`config.mk`:
```
export PLATFORM = sky130hd
export DESIGN_NAME = traffic_monitor
export DESIGN_NICKNAME = d
export VERILOG_FILES = /design/src/rtl/traffic_monitor.sv
export SDC_FILE = /design/constraint.sdc
export NUM_CORES = 1
export LEC_CHECK = 0
export CAP_MARGIN = 20
export CORE_UTILIZATION = 45
export CTS_CLUSTER_SIZE = 10
export DETAILED_ROUTE_END_ITERATION = 8
export DONT_BUFFER_PORTS = 1
export GPL_ROUTABILITY_DRIVEN = 1
export HOLD_SLACK_MARGIN = 0.05
export PLACE_DENSITY_LB_ADDON = 0.12
export SETUP_SLACK_MARGIN = 0.15
export SYNTH_ARGS = -nofsm -noshare
export SYNTH_HDL_FRONTEND = slang
export SYNTH_SLANG_ARGS = --single-unit
```
`constraint.sdc`:
```
create_clock -name clk -period 2.6 [get_ports clk]
set_clock_uncertainty 0.15 [all_clocks]
set_input_delay 0.52 -clock clk [delete_from_list [all_inputs] [get_ports clk]]
set_output_delay 0.52 -clock clk [all_outputs]
set_load 0.01 [all_outputs]
```
`src/rtl/traffic_monitor.sv`:
```
// traffic_monitor: safety monitor on the traffic controller's light interface.
// Forwards the observed lights while healthy. Checks run every cycle:
// light encodings, signal conflicts, phase order and phase lengths.
// On the first violation the monitor latches a fault code and drives
// flashing red, with the walk lamp off, until faultClr.
// One clock tick corresponds to one controller second.
module traffic_monitor #(
    parameter int YELLOW_T  = 2,
    parameter int WALK_T    = 3,
    parameter int MIN_GREEN = 6,
    parameter int MAX_GREEN = 12,
    parameter int CNT_W     = 4
) (
    input  logic       clk,
    input  logic       rst_n,
    input  logic [2:0] mainLights,
    input  logic [2:0] sideLights,
    input  logic       walkLamp,
    input  logic       faultClr,
    output logic       fault,
    output logic [2:0] faultCode,
    output logic [2:0] mainOut,
    output logic [2:0] sideOut,
    output logic       walkOut
);

    localparam logic [2:0] RED = 3'b100;
    localparam logic [2:0] YEL = 3'b010;
    localparam logic [2:0] GRN = 3'b001;
    localparam logic [CNT_W-1:0] CNT_MAX = {CNT_W{1'b1}};
    localparam logic [CNT_W-1:0] CNT_ONE = CNT_W'(1);

    function automatic logic is_legal(input logic [2:0] l);
        return (l == RED) || (l == YEL) || (l == GRN);
    endfunction

    // Forbidden transitions: green->red, yellow->green, red->yellow.
    function automatic logic bad_step(input logic [2:0] p, input logic [2:0] c);
        return ((p == GRN) && (c == RED)) || ((p == YEL) && (c == GRN)) ||
               ((p == RED) && (c == YEL));
    endfunction

    function automatic logic [CNT_W-1:0] cnt_next(input logic chg, input logic [CNT_W-1:0] c);
        if (chg) return CNT_ONE;
        if (c == CNT_MAX) return c;
        return c + CNT_ONE;
    endfunction

    logic             fault_q, fault_d;
    logic [2:0]       code_q, code_d;
    logic             flash_q, flash_d;
    logic [2:0]       prev_main_q, prev_main_d, prev_side_q, prev_side_d;
    logic             prev_walk_q, prev_walk_d;
    logic [CNT_W-1:0] cnt_main_q, cnt_main_d, cnt_side_q, cnt_side_d, cnt_walk_q, cnt_walk_d;
    logic             armed_main_q, armed_main_d, armed_side_q, armed_side_d;
    logic             armed_walk_q, armed_walk_d;
    logic             seq_valid_q, seq_valid_d;

    logic             main_chg, side_chg, walk_chg;
    logic             f_enc, f_conf, f_walk, f_seq, f_yel, f_grn, f_wlk;
    logic [2:0]       new_code;

    // Fault detection on the current sample against the tracked phase history.
    always_comb begin
        main_chg = mainLights != prev_main_q;
        side_chg = sideLights != prev_side_q;
        walk_chg = walkLamp != prev_walk_q;

        f_enc  = !is_legal(mainLights) || !is_legal(sideLights);
        f_conf = (mainLights != RED) && (sideLights != RED);
        f_walk = walkLamp && ((mainLights != RED) || (sideLights != RED));
        f_seq  = seq_valid_q && (bad_step(prev_main_q, mainLights) ||
                                 bad_step(prev_side_q, sideLights));
        f_yel  = (main_chg && (prev_main_q == YEL) && armed_main_q &&
                  (cnt_main_q != CNT_W'(YELLOW_T))) ||
                 (side_chg && (prev_side_q == YEL) && armed_side_q &&
                  (cnt_side_q != CNT_W'(YELLOW_T)));
        // The max-green check does not depend on the armed flags, so a green that
        // was already running at reset or clear is still bounded.
        f_grn  = (main_chg && (prev_main_q == GRN) && armed_main_q &&
                  (cnt_main_q < CNT_W'(MIN_GREEN))) ||
                 (side_chg && (prev_side_q == GRN) && armed_side_q &&
                  (cnt_side_q < CNT_W'(MIN_GREEN))) ||
                 (!main_chg && (mainLights == GRN) && (cnt_main_q >= CNT_W'(MAX_GREEN))) ||
                 (!side_chg && (sideLights == GRN) && (cnt_side_q >= CNT_W'(MAX_GREEN)));
        f_wlk  = walk_chg && prev_walk_q && armed_walk_q && (cnt_walk_q != CNT_W'(WALK_T));

        new_code = 3'd0;
        if (f_enc)       new_code = 3'd1;
        else if (f_conf) new_code = 3'd2;
        else if (f_walk) new_code = 3'd3;
        else if (f_seq)  new_code = 3'd4;
        else if (f_yel)  new_code = 3'd5;
        else if (f_grn)  new_code = 3'd6;
        else if (f_wlk)  new_code = 3'd7;
    end

    // Next-state: phase tracking, fault latching and clear handling.
    always_comb begin
        prev_main_d  = mainLights;
        prev_side_d  = sideLights;
        prev_walk_d  = walkLamp;
        cnt_main_d   = cnt_next(main_chg, cnt_main_q);
        cnt_side_d   = cnt_next(side_chg, cnt_side_q);
        cnt_walk_d   = cnt_next(walk_chg, cnt_walk_q);
        // A change seen on the first cycle after reset or clear compares the
        // sample against the reset value of the previous-sample register, so it
        // does not arm duration checks.
        armed_main_d = armed_main_q | (main_chg & seq_valid_q);
        armed_side_d = armed_side_q | (side_chg & seq_valid_q);
        armed_walk_d = armed_walk_q | (walk_chg & seq_valid_q);
        seq_valid_d  = 1'b1;
        fault_d      = fault_q;
        code_d       = code_q;
        flash_d      = ~flash_q;

        if ((new_code != 3'd0) && (!fault_q || faultClr)) begin
            fault_d = 1'b1;
            code_d  = new_code;
            flash_d = 1'b1;
        end else if (faultClr) begin
            fault_d      = 1'b0;
            code_d       = 3'd0;
            flash_d      = 1'b1;
            cnt_main_d   = CNT_ONE;
            cnt_side_d   = CNT_ONE;
            cnt_walk_d   = CNT_ONE;
            armed_main_d = 1'b0;
            armed_side_d = 1'b0;
            armed_walk_d = 1'b0;
            seq_valid_d  = 1'b0;
        end
    end

    // State registers with synchronous active-low reset.
    always_ff @(posedge clk) begin
        if (!rst_n) begin
            fault_q      <= 1'b0;
            code_q       <= 3'd0;
            flash_q      <= 1'b1;
            prev_main_q  <= RED;
            prev_side_q  <= RED;
            prev_walk_q  <= 1'b0;
            cnt_main_q   <= CNT_ONE;
            cnt_side_q   <= CNT_ONE;
            cnt_walk_q   <= CNT_ONE;
            armed_main_q <= 1'b0;
            armed_side_q <= 1'b0;
            armed_walk_q <= 1'b0;
            seq_valid_q  <= 1'b0;
        end else begin
            fault_q      <= fault_d;
            code_q       <= code_d;
            flash_q      <= flash_d;
            prev_main_q  <= prev_main_d;
            prev_side_q  <= prev_side_d;
            prev_walk_q  <= prev_walk_d;
            cnt_main_q   <= cnt_main_d;
            cnt_side_q   <= cnt_side_d;
            cnt_walk_q   <= cnt_walk_d;
            armed_main_q <= armed_main_d;
            armed_side_q <= armed_side_d;
            armed_walk_q <= armed_walk_d;
            seq_valid_q  <= seq_valid_d;
        end
    end

    // Field outputs: pass-through when healthy, flashing red failsafe on fault.
    always_comb begin
        fault     = fault_q;
        faultCode = code_q;
        if (fault_q) begin
            mainOut = flash_q ? RED : 3'b000;
            sideOut = flash_q ? RED : 3'b000;
            walkOut = 1'b0;
        end else begin
            mainOut = mainLights;
            sideOut = sideLights;
            walkOut = walkLamp;
        end
    end

endmodule

```
======== After elaboration in Yosys (flattened, before gate mapping) ========
Cells that the tools add are included.
cells by class
  add/sub/neg operators ................... 3
  magnitude comparators ................... 4
  equal/unequal tests ..................... 23
  muxes and demuxes ....................... 50
  bitwise logic cells ..................... 8
  reduce and logical (&&, ||, !) cells .... 53
operators by type and width
  kind                 count
  $mux 4               18
  $mux 3               12
  $logic_and 1x1->1    29
  $mux 1               20
  $logic_or 1x1->1     16
  $add 4x1->4 const B  3
  $eq 3x1->1 const B   4
  $eq 3x2->1 const B   4
  $eq 3x3->1 const B   4
  $eq 4x4->1 const B   3
  $ne 4x2->1 const B   3
  $ge 4x4->1 const B   2
  $lt 4x3->1 const B   2
  $ne 3x3->1           2
  $ne 3x3->1 const B   2
  $logic_not 1->1      5
  $and 1x1->1          3
  $or 1x1->1           3
  $reduce_bool 3->1    1
  $reduce_or 3->1      1
  $not 1->1            2
  $reduce_bool 2->1    1
  $ne 1x1->1           1
storage, ports and cells
  register bits ........................... 28
  bits of input ports ..................... 10
  output and inout port bits .............. 11
  word-level logic and storage cells ...... 154

======== Depth between registers and ports, before layout ========
Gate-level depths: netlist of the first run.
  depth in word-level cells ............... 16
  depth in mapped cells ................... 8
  mapped depth without buffers ............ 8

======== Least setup slack after synthesis of the first run ========
OpenSTA, ideal clock, no wires.
  path kind ............................... input -> register
  start point ............................. in sideLights[1]
  end point ............................... reg cnt_main_q[1]
  setup time .............................. 131 ps
  arrival time ............................ 2153 ps
  required time ........................... 2319 ps
  path slack .............................. 166 ps
  cell stages on the path ................. 7
  path buffers ............................ 2
  cell sequence ........................... buf_2 or3b_1 maj3_2 and4b_1 a41o_4 buf_6 nor3_1
on the way
  cells in the longest elaborated chain, start to end .. 16
RTL lines
  item                            RTL line  RTL
  from (decl)                     17        input logic [2:0] sideLights,
  $ne 3x3->1                      66        side_chg = sideLights != prev_side_q;
  $logic_and 1x1->1 (3 in a row)  82        (side_chg && (prev_side_q == GRN) && armed_side_q &&
  $logic_or 1x1->1                81        (cnt_main_q < CNT_W'(MIN_GREEN))) ||
  $logic_or 1x1->1                83        (cnt_side_q < CNT_W'(MIN_GREEN))) ||
  $logic_or 1x1->1                84        (!main_chg && (mainLights == GRN) && (cnt_main_q >= CNT_W'(MAX_GREEN))) ||
  $mux 3                          94        else if (f_grn) new_code = 3'd6;
  $mux 3                          93        else if (f_yel) new_code = 3'd5;
  $mux 3                          92        else if (f_seq) new_code = 3'd4;
  $mux 3                          91        else if (f_walk) new_code = 3'd3;
  $mux 3                          90        else if (f_conf) new_code = 3'd2;
  $mux 3 (*)                      89        if (f_enc) new_code = 3'd1;
  $reduce_bool 3->1 (*)           117       if ((new_code != 3'd0) && (!fault_q || faultClr)) begin
  $logic_and 1x1->1 (*)           117
  $mux 4 (*)                      117
  to (signal assigned)            158       cnt_main_q <= cnt_main_d;
  to (decl)                       54        logic [CNT_W-1:0] cnt_main_q, cnt_main_d, cnt_side_q, cnt_side_d, cnt_walk_q, cnt_walk_d;
Every way passes the cells marked *; elsewhere a longest branch is shown, timed or not.
A chain may end at the register's enable or synchronous reset.

======== Worst setup path after layout of the first run ========
  start point ............................. reg prev_side_q[0]
  end point ............................... reg cnt_side_q[0]
on the way
  cells in the longest elaborated chain, start to end .. 16
RTL lines
  item                                             RTL line    RTL
  from (decl)                                      52          logic [2:0] prev_main_q, prev_main_d, prev_side_q, prev_side_d;
  from (signal assigned)                           156         prev_side_q <= prev_side_d;
  $ne 3x3->1 / $eq 3x1->1 (equally long branches)  66, 39, 82
  $logic_and 1x1->1 (3 in a row)                   82
  $logic_or 1x1->1                                 81
  $logic_or 1x1->1                                 83
  $logic_or 1x1->1                                 84
  $mux 3                                           94
  $mux 3                                           93
  $mux 3                                           92
  $mux 3                                           91
  $mux 3                                           90
  $mux 3                                           89
  $reduce_bool 3->1                                117
  $logic_and 1x1->1                                117
  $mux 4 (*)                                       117
  to (signal assigned)                             159         cnt_side_q <= cnt_side_d;
  to (decl)                                        54
Marked as above.

==> results of run 1 <==
-- flip-flops by register name, summed over array words and instances, names as in the netlist --
signal and flops:
armed_main_q 1, armed_side_q 1, armed_walk_q 1, cnt_main_q 4, cnt_side_q 4, cnt_walk_q 4
fault 1, faultCode 3, flash_q 1, prev_main_q 3, prev_side_q 3, prev_walk_q 1
seq_valid_q 1
-- logic make-up (layout without fill, tap and decap cells) --
| group | count (synthesis) | count (layout) | share of synthesized area (%) |
|---|---|---|---|
| compound gates | 34 | 34 | 14.60 |
| xor+xnor | 9 | 9 | 4.843 |
| fa+ha+maj | 7 | 7 | 5.303 |
| buf+inv | 20 | 19 | 5.841 |
| flops | 28 | 28 | 34.44 |
| mux | 5 | 5 | 3.151 |
| simple gates | 88 | 88 | 31.82 |
-- cell type report --
cell class / instances / area share (%)
multi-input cells: 143 / 56.90
flip-flops and latches: 28 / 32.56
well taps: 46 / 3.343
inverters: 11 / 2.398
clock inverters: 1 / 1.744
repair buffers: 4 / 1.744
clock buffers: 3 / 1.308
-- stage by stage --
stage	hold slack, ps	utilization [%]	worst slack, ps
floorplan	232.9	-	166.0
detailed placement	247.5	49.02	121.4
finish	84.19	50.79	303.4
global route	70.76	50.79	232.7
global placement	243.4	49.02	153.4
CTS	79.62	50.61	166.3
-- how the worst max path moves through the flow --
stage / slack [ps] / startpoint / to
3_5_place_dp: 120 / sideLights[1] / cnt_walk_q[3]
5_1_grt: 230 / cnt_side_q[0] / cnt_main_q[0]
3_3_place_gp: 150 / cnt_side_q[0] / cnt_main_q[0]
4_1_cts: 170 / cnt_side_q[0] / cnt_side_q[0]
2_1_floorplan: 170 / sideLights[1] / cnt_main_q[1]
6_report: 300 / prev_side_q[0] / cnt_side_q[0]
-- cells in the final DEF (no fill, tap or decap), types with 2 or more instances in the layout --
cell type,synthesis,routed
nor3b_1,4,4
o21ai_0,10,10
clkbuf_4,0,3
o21bai_1,2,2
inv_1,10,10
or3_1,3,3
nand2b_1,2,2
or3b_1,2,2
xnor2_1,9,9
nand3b_1,4,4
and3_1,2,2
nor3_1,6,6
buf_4,0,4
ha_1,6,6
nand2_1,14,14
nand3_1,15,15
a21oi_1,6,6
dfxtp_1,28,28
nor2b_1,4,4
mux2i_1,4,4
nor4bb_1,6,6
a31oi_1,4,4
and2_1,4,4
nor2_1,14,14
-- repair_timing --
action / 4_1_cts / 5_1_grt
setup buffers: 0 / 0
endpoints found under the setup margin: 2 / 4
gates resized for setup: 1 / 2
-- power by group --
part           internal [mW]  switching (mW)
clock                  0.156           0.139
combinational         0.0519          0.0577
sequential             0.451          0.0253
total                  0.659           0.222
-- metal layers --
metal	share of wire, %	routed length (µm)	vias up	GRT usage (%)
met1	48	1576	600	23.03
li1	-	-	685	-
met3	3.7	122	5	3.125
met2	47	1542	22	30.91
met5	0	0	-	0
met4	1.6	52	0	6.977
==> results.toml, run 1 <==
[drt]
routed_wire_length_per_instance_um = 13.95
drc = 0
drt-total-wl_um = 3293
route.antenna.remaining_nets = 0
routed-via-count = 1312
drt_first_iter_violations = 78
drtPass1Iterations = 4
vias_per_cell = 5.559

[final_layout]
final_layout_size_suffix_gt1_share_pct = 9.474
fin_area_um2 = 1722
finalNonFillerCells = 236
fin_nets = 207
multi_input_comb_area_um2 = 979.7
insertedDiodeCount = 0
layout-area-overhead-vs-synth_pct = 5.765
layout.area.seq_um2 = 560.5
filler_cell_count = 340

[clock_tree]
cts_hold_repair.buffers = 0
number_of_cts_inserted_buffers = 3
tritoncts_clock_tree = "built"
sink_count_of_the_clock_tree = 28
clk-insertion-delay-late_ps = 340
cts.htree.levels = 1
cts_max_path_buffers = 2
clock_pin_transition_on_the_worst_setup_and_hold_timing_paths_ps = 160
root_cell_of_the_clock_tree = "clkbuf_4"

[critical_path]
crit_cells = 6
critical-path-top-delay-family = "simple AND/OR/NAND/NOR gates"
cp.arrival_ps = 2400
worstPathRequired_ps = 2700
reg2reg_depth = 6
worstPathBufferInverterCount = 0
critPathSlowestCell = "or4_1"
critical_path_class = "flip-flop to flip-flop"
cp_peak_stage_delay_ps = 490
crit_path_start_kind = "flip-flop"
regToRegSetupSlack_ps = 300
cp_cell_sequence = "or4_1 -> a2bb2oi_1 -> o221ai_2 -> nor2_2 -> a41o_4 -> or3_1"
critical_path.max_fanout = 14
rr_endpoint = "cnt_side_q[0]"
regToRegStartpoint = "prev_side_q[0]"
critPathCaptureType = "flip-flop"

[floorplan]
fp.dieW_um = 62.15
initial_util_pct = 48.03
core-area_um2 = 3390
die-area_um2 = 3862
floorplan.rows = 21
fp.dieH_um = 62.15
design.portCount = 21

[synth]
syn_nets = 207
synth_cell_types = 49
synth_seq_cells = 28
netlist_top_cells_count = "dfxtp_1 (28), nand3_1 (15), nand2_1 (14), nor2_1 (14)"
post_synth_instance_area_um2 = 1628
count_of_warnings_emitted_by_yosys = 0
synth-async-reset-ratio_pct = 0
synth_top_cells_by_area = "dfxtp_1 (34%), xnor2_1 (4.8%), ha_1 (4.6%)"
synth_area_per_cell_um2 = 8.523
synth_top_flop_cell = "dfxtp_1"
syn-instance-count = 191
most_used_standard_cell_by_instance_count_after_synthesis = "dfxtp_1"
synth.top_cell.area_share_pct = 34.44
synth-edff-count = 0
netlist.top_cell.by_area = "dfxtp_1"
synth_seq_area_share_pct = 34.44

[sta]
tightest_slew_ps = 444.1
setup-tns-final_ps = 0
final.min_clock_period_ps = 2297
final-max-slew-violation-count = 0
maxClockFrequency_mhz = 435.4
final.period_utilization_pct = 88.33
final-hold-violation-count = 0
setup_viol = 0
rsz0062_at_grt = "false"
slew_headroom_pct = 70.35

[flow_run]
drv.max_cap_violation_count = 0

[global_route]
global_route.usage.total_pct = 18.25
grt_pass1_wl_um = 5713
grt-ovfl-total = 0
antenna_found_initial = 0
grt_pass1_vias = 1279
grt_start_max_net_pins = 17

[pwr]
vdd_drop_max_uv = 294.7
power.leakage_nw = 0.6652
p_total_mw = 0.8811
pwr_density_nw_per_um2 = 511.8

[min_path]
holdPathEnd = "prev_main_q[2]"
timing.hold.worst.class = "input port to flip-flop"
hold_path.startpoint = "rst_n"
worstHoldPathCells = 1

[placed_design]
hpwl_um = 2507
place_inst = 232
post_dp_cell_area_um2 = 1662
place_congestion = 0.8436
numPortBuffers = 0

[status]
run_status = "finished clean"
Note: power is estimated with default switching activity, not from simulation.
==> run 2, diff against run 1 <==
SKIP_CTS_REPAIR_TIMING = 1   (was not set)
==> run 2 against run 1 <==
- hold slack better by 3.0 ps
- die area unchanged
- sequential power hardly changed
- clock-buffer cell count unchanged
- utilization is the same
- sequential cell count unchanged
- global-route usage about the same
- via count up 0.46%
- final area unchanged
- routed wire length up 0.30%
- critical path depth unchanged
- first-iteration DRC count fell by 2.6%
- critical endpoint unchanged
- largest power group unchanged
==> results.toml, run 2 (synthesized netlist as in run 1, its figures left out) <==
[status]
run_status = "finished clean"

[final_layout]
layout-area-overhead-vs-synth_pct = 5.765
final_util_pct = 50.79
final_layout_size_suffix_gt1_share_pct = 9.474
top_regs = "cnt_main_q: 4 flops, cnt_side_q: 4 flops, cnt_walk_q: 4 flops"
layout.cells.most_common_list = "dfxtp_1 (28), nand3_1 (15), nor2_1 (14), nand2_1 (14)"
mostFrequentLayoutCell = "dfxtp_1"
insertedDiodeCount = 0
fin_area_um2 = 1722
fin_nets = 207

[clock_tree]
clock_pin_transition_on_the_worst_setup_and_hold_timing_paths_ps = 150
cts_max_path_buffers = 2
cts.htree.levels = 1
clk-insertion-delay-late_ps = 340
tritoncts_clock_tree = "built"
root_cell_of_the_clock_tree = "clkbuf_4"
sink_count_of_the_clock_tree = 28
number_of_cts_inserted_buffers = 3

[global_route]
grt-ovfl-total = 0
grt_start_max_net_pins = 17
antenna_found_initial = 0
global_route.usage.total_pct = 18.28
grt_pass1_wl_um = 5727
grt_pass1_vias = 1282

[placed_design]
post_dp_cell_area_um2 = 1662
hpwl_um = 2507
place_congestion = 0.8436
numPortBuffers = 0

[pwr]
pwr_density_nw_per_um2 = 511.1
power.leakage_nw = 0.6652
vdd_drop_max_uv = 294.5
p_total_mw = 0.8799

[drt]
vias_per_cell = 5.585
drtPass1Iterations = 4
route.antenna.remaining_nets = 0
routed_wire_length_per_instance_um = 14.00
drt_first_iter_violations = 76
routed-via-count = 1318
drt-total-wl_um = 3303
drc = 0

[sta]
final-hold-violation-count = 0
rsz0062_at_grt = "false"
final-max-slew-violation-count = 0
final.min_clock_period_ps = 2293
final.period_utilization_pct = 88.18
setup-tns-final_ps = 0
tightest_slew_ps = 443.4
setup_viol = 0
maxClockFrequency_mhz = 436.2
slew_headroom_pct = 70.40

[critical_path]
crit_path_start_kind = "flip-flop"
critical_path_class = "flip-flop to flip-flop"
critPathCaptureType = "flip-flop"
cp.arrival_ps = 2390
critical_path.max_fanout = 14
worstPathRequired_ps = 2700

[floorplan]
fp.dieH_um = 62.15
fp.dieW_um = 62.15
design.portCount = 21
core-area_um2 = 3390
initial_util_pct = 48.03
floorplan.rows = 21
die-area_um2 = 3862

[flow_run]
drv.max_cap_violation_count = 0

[min_path]
timing.hold.worst.class = "input port to flip-flop"
==> run 2: cell counts in the layout (fill, tap and decap cells not counted) <==
Identical to the previous run, type by type.
==> run 2: power breakdown <==
group	internal (mW)	total (mW)	switching [mW]
sequential	0.451	0.476	0.0252
combinational	0.0519	0.109	0.0575
clock	0.156	0.294	0.138
total	0.659	0.880	0.221
==> run 2: layout make-up <==
class,count,area [µm²]
Clock buffer,3,22.52
Clock inverter,1,30.03
Fill cell,340,1668
Inverter,11,41.29
Multi-Input combinational cell,143,979.7
Sequential cell,28,560.5
Tap cell,46,57.56
Timing Repair Buffer,4,30.03
==> run 2: critical path, cell delays in order (launching register included) <==
cell and delay, ps:
dfxtp_1 400, or4_1 490, a2bb2oi_1 160, o221ai_2 210
nor2_2 100, a41o_4 330, or3_1 350
==> run 2: metal layers <==
| metal | up-vias | track usage (%) | wire length [µm] |
|---|---|---|---|
| li1 | 683 | - | - |
| met3 | 5 | 3.125 | 135 |
| met5 | - | 0 | 0 |
| met2 | 18 | 30.91 | 1559 |
| met1 | 612 | 23.15 | 1556 |
| met4 | 0 | 6.977 | 52 |
==> run 2: worst paths after layout <==
check | start | endpoint | slack, ps | cells after the start
worst max-delay path | prev_side_q[0] | cnt_side_q[0] | 310 | 6
worst min-delay path | rst_n | prev_main_q[2] | 90 | 1
worst min register to register | flash_q | flash_q | 280 | 1
worst max register to register | prev_side_q[0] | cnt_side_q[0] | 310 | 6
==> run 2: per-stage QoR <==
step / hold WS [ps] / setup slack, ps / std cells
2_1_floorplan: 232.9 / 166.0 / 191
5_1_grt: 70.76 / 232.7 / 236
4_1_cts: 79.62 / 71.51 / 236
3_5_place_dp: 247.5 / 121.4 / 232
3_3_place_gp: 243.4 / 153.4 / 232
6_report: 87.22 / 307.4 / 236
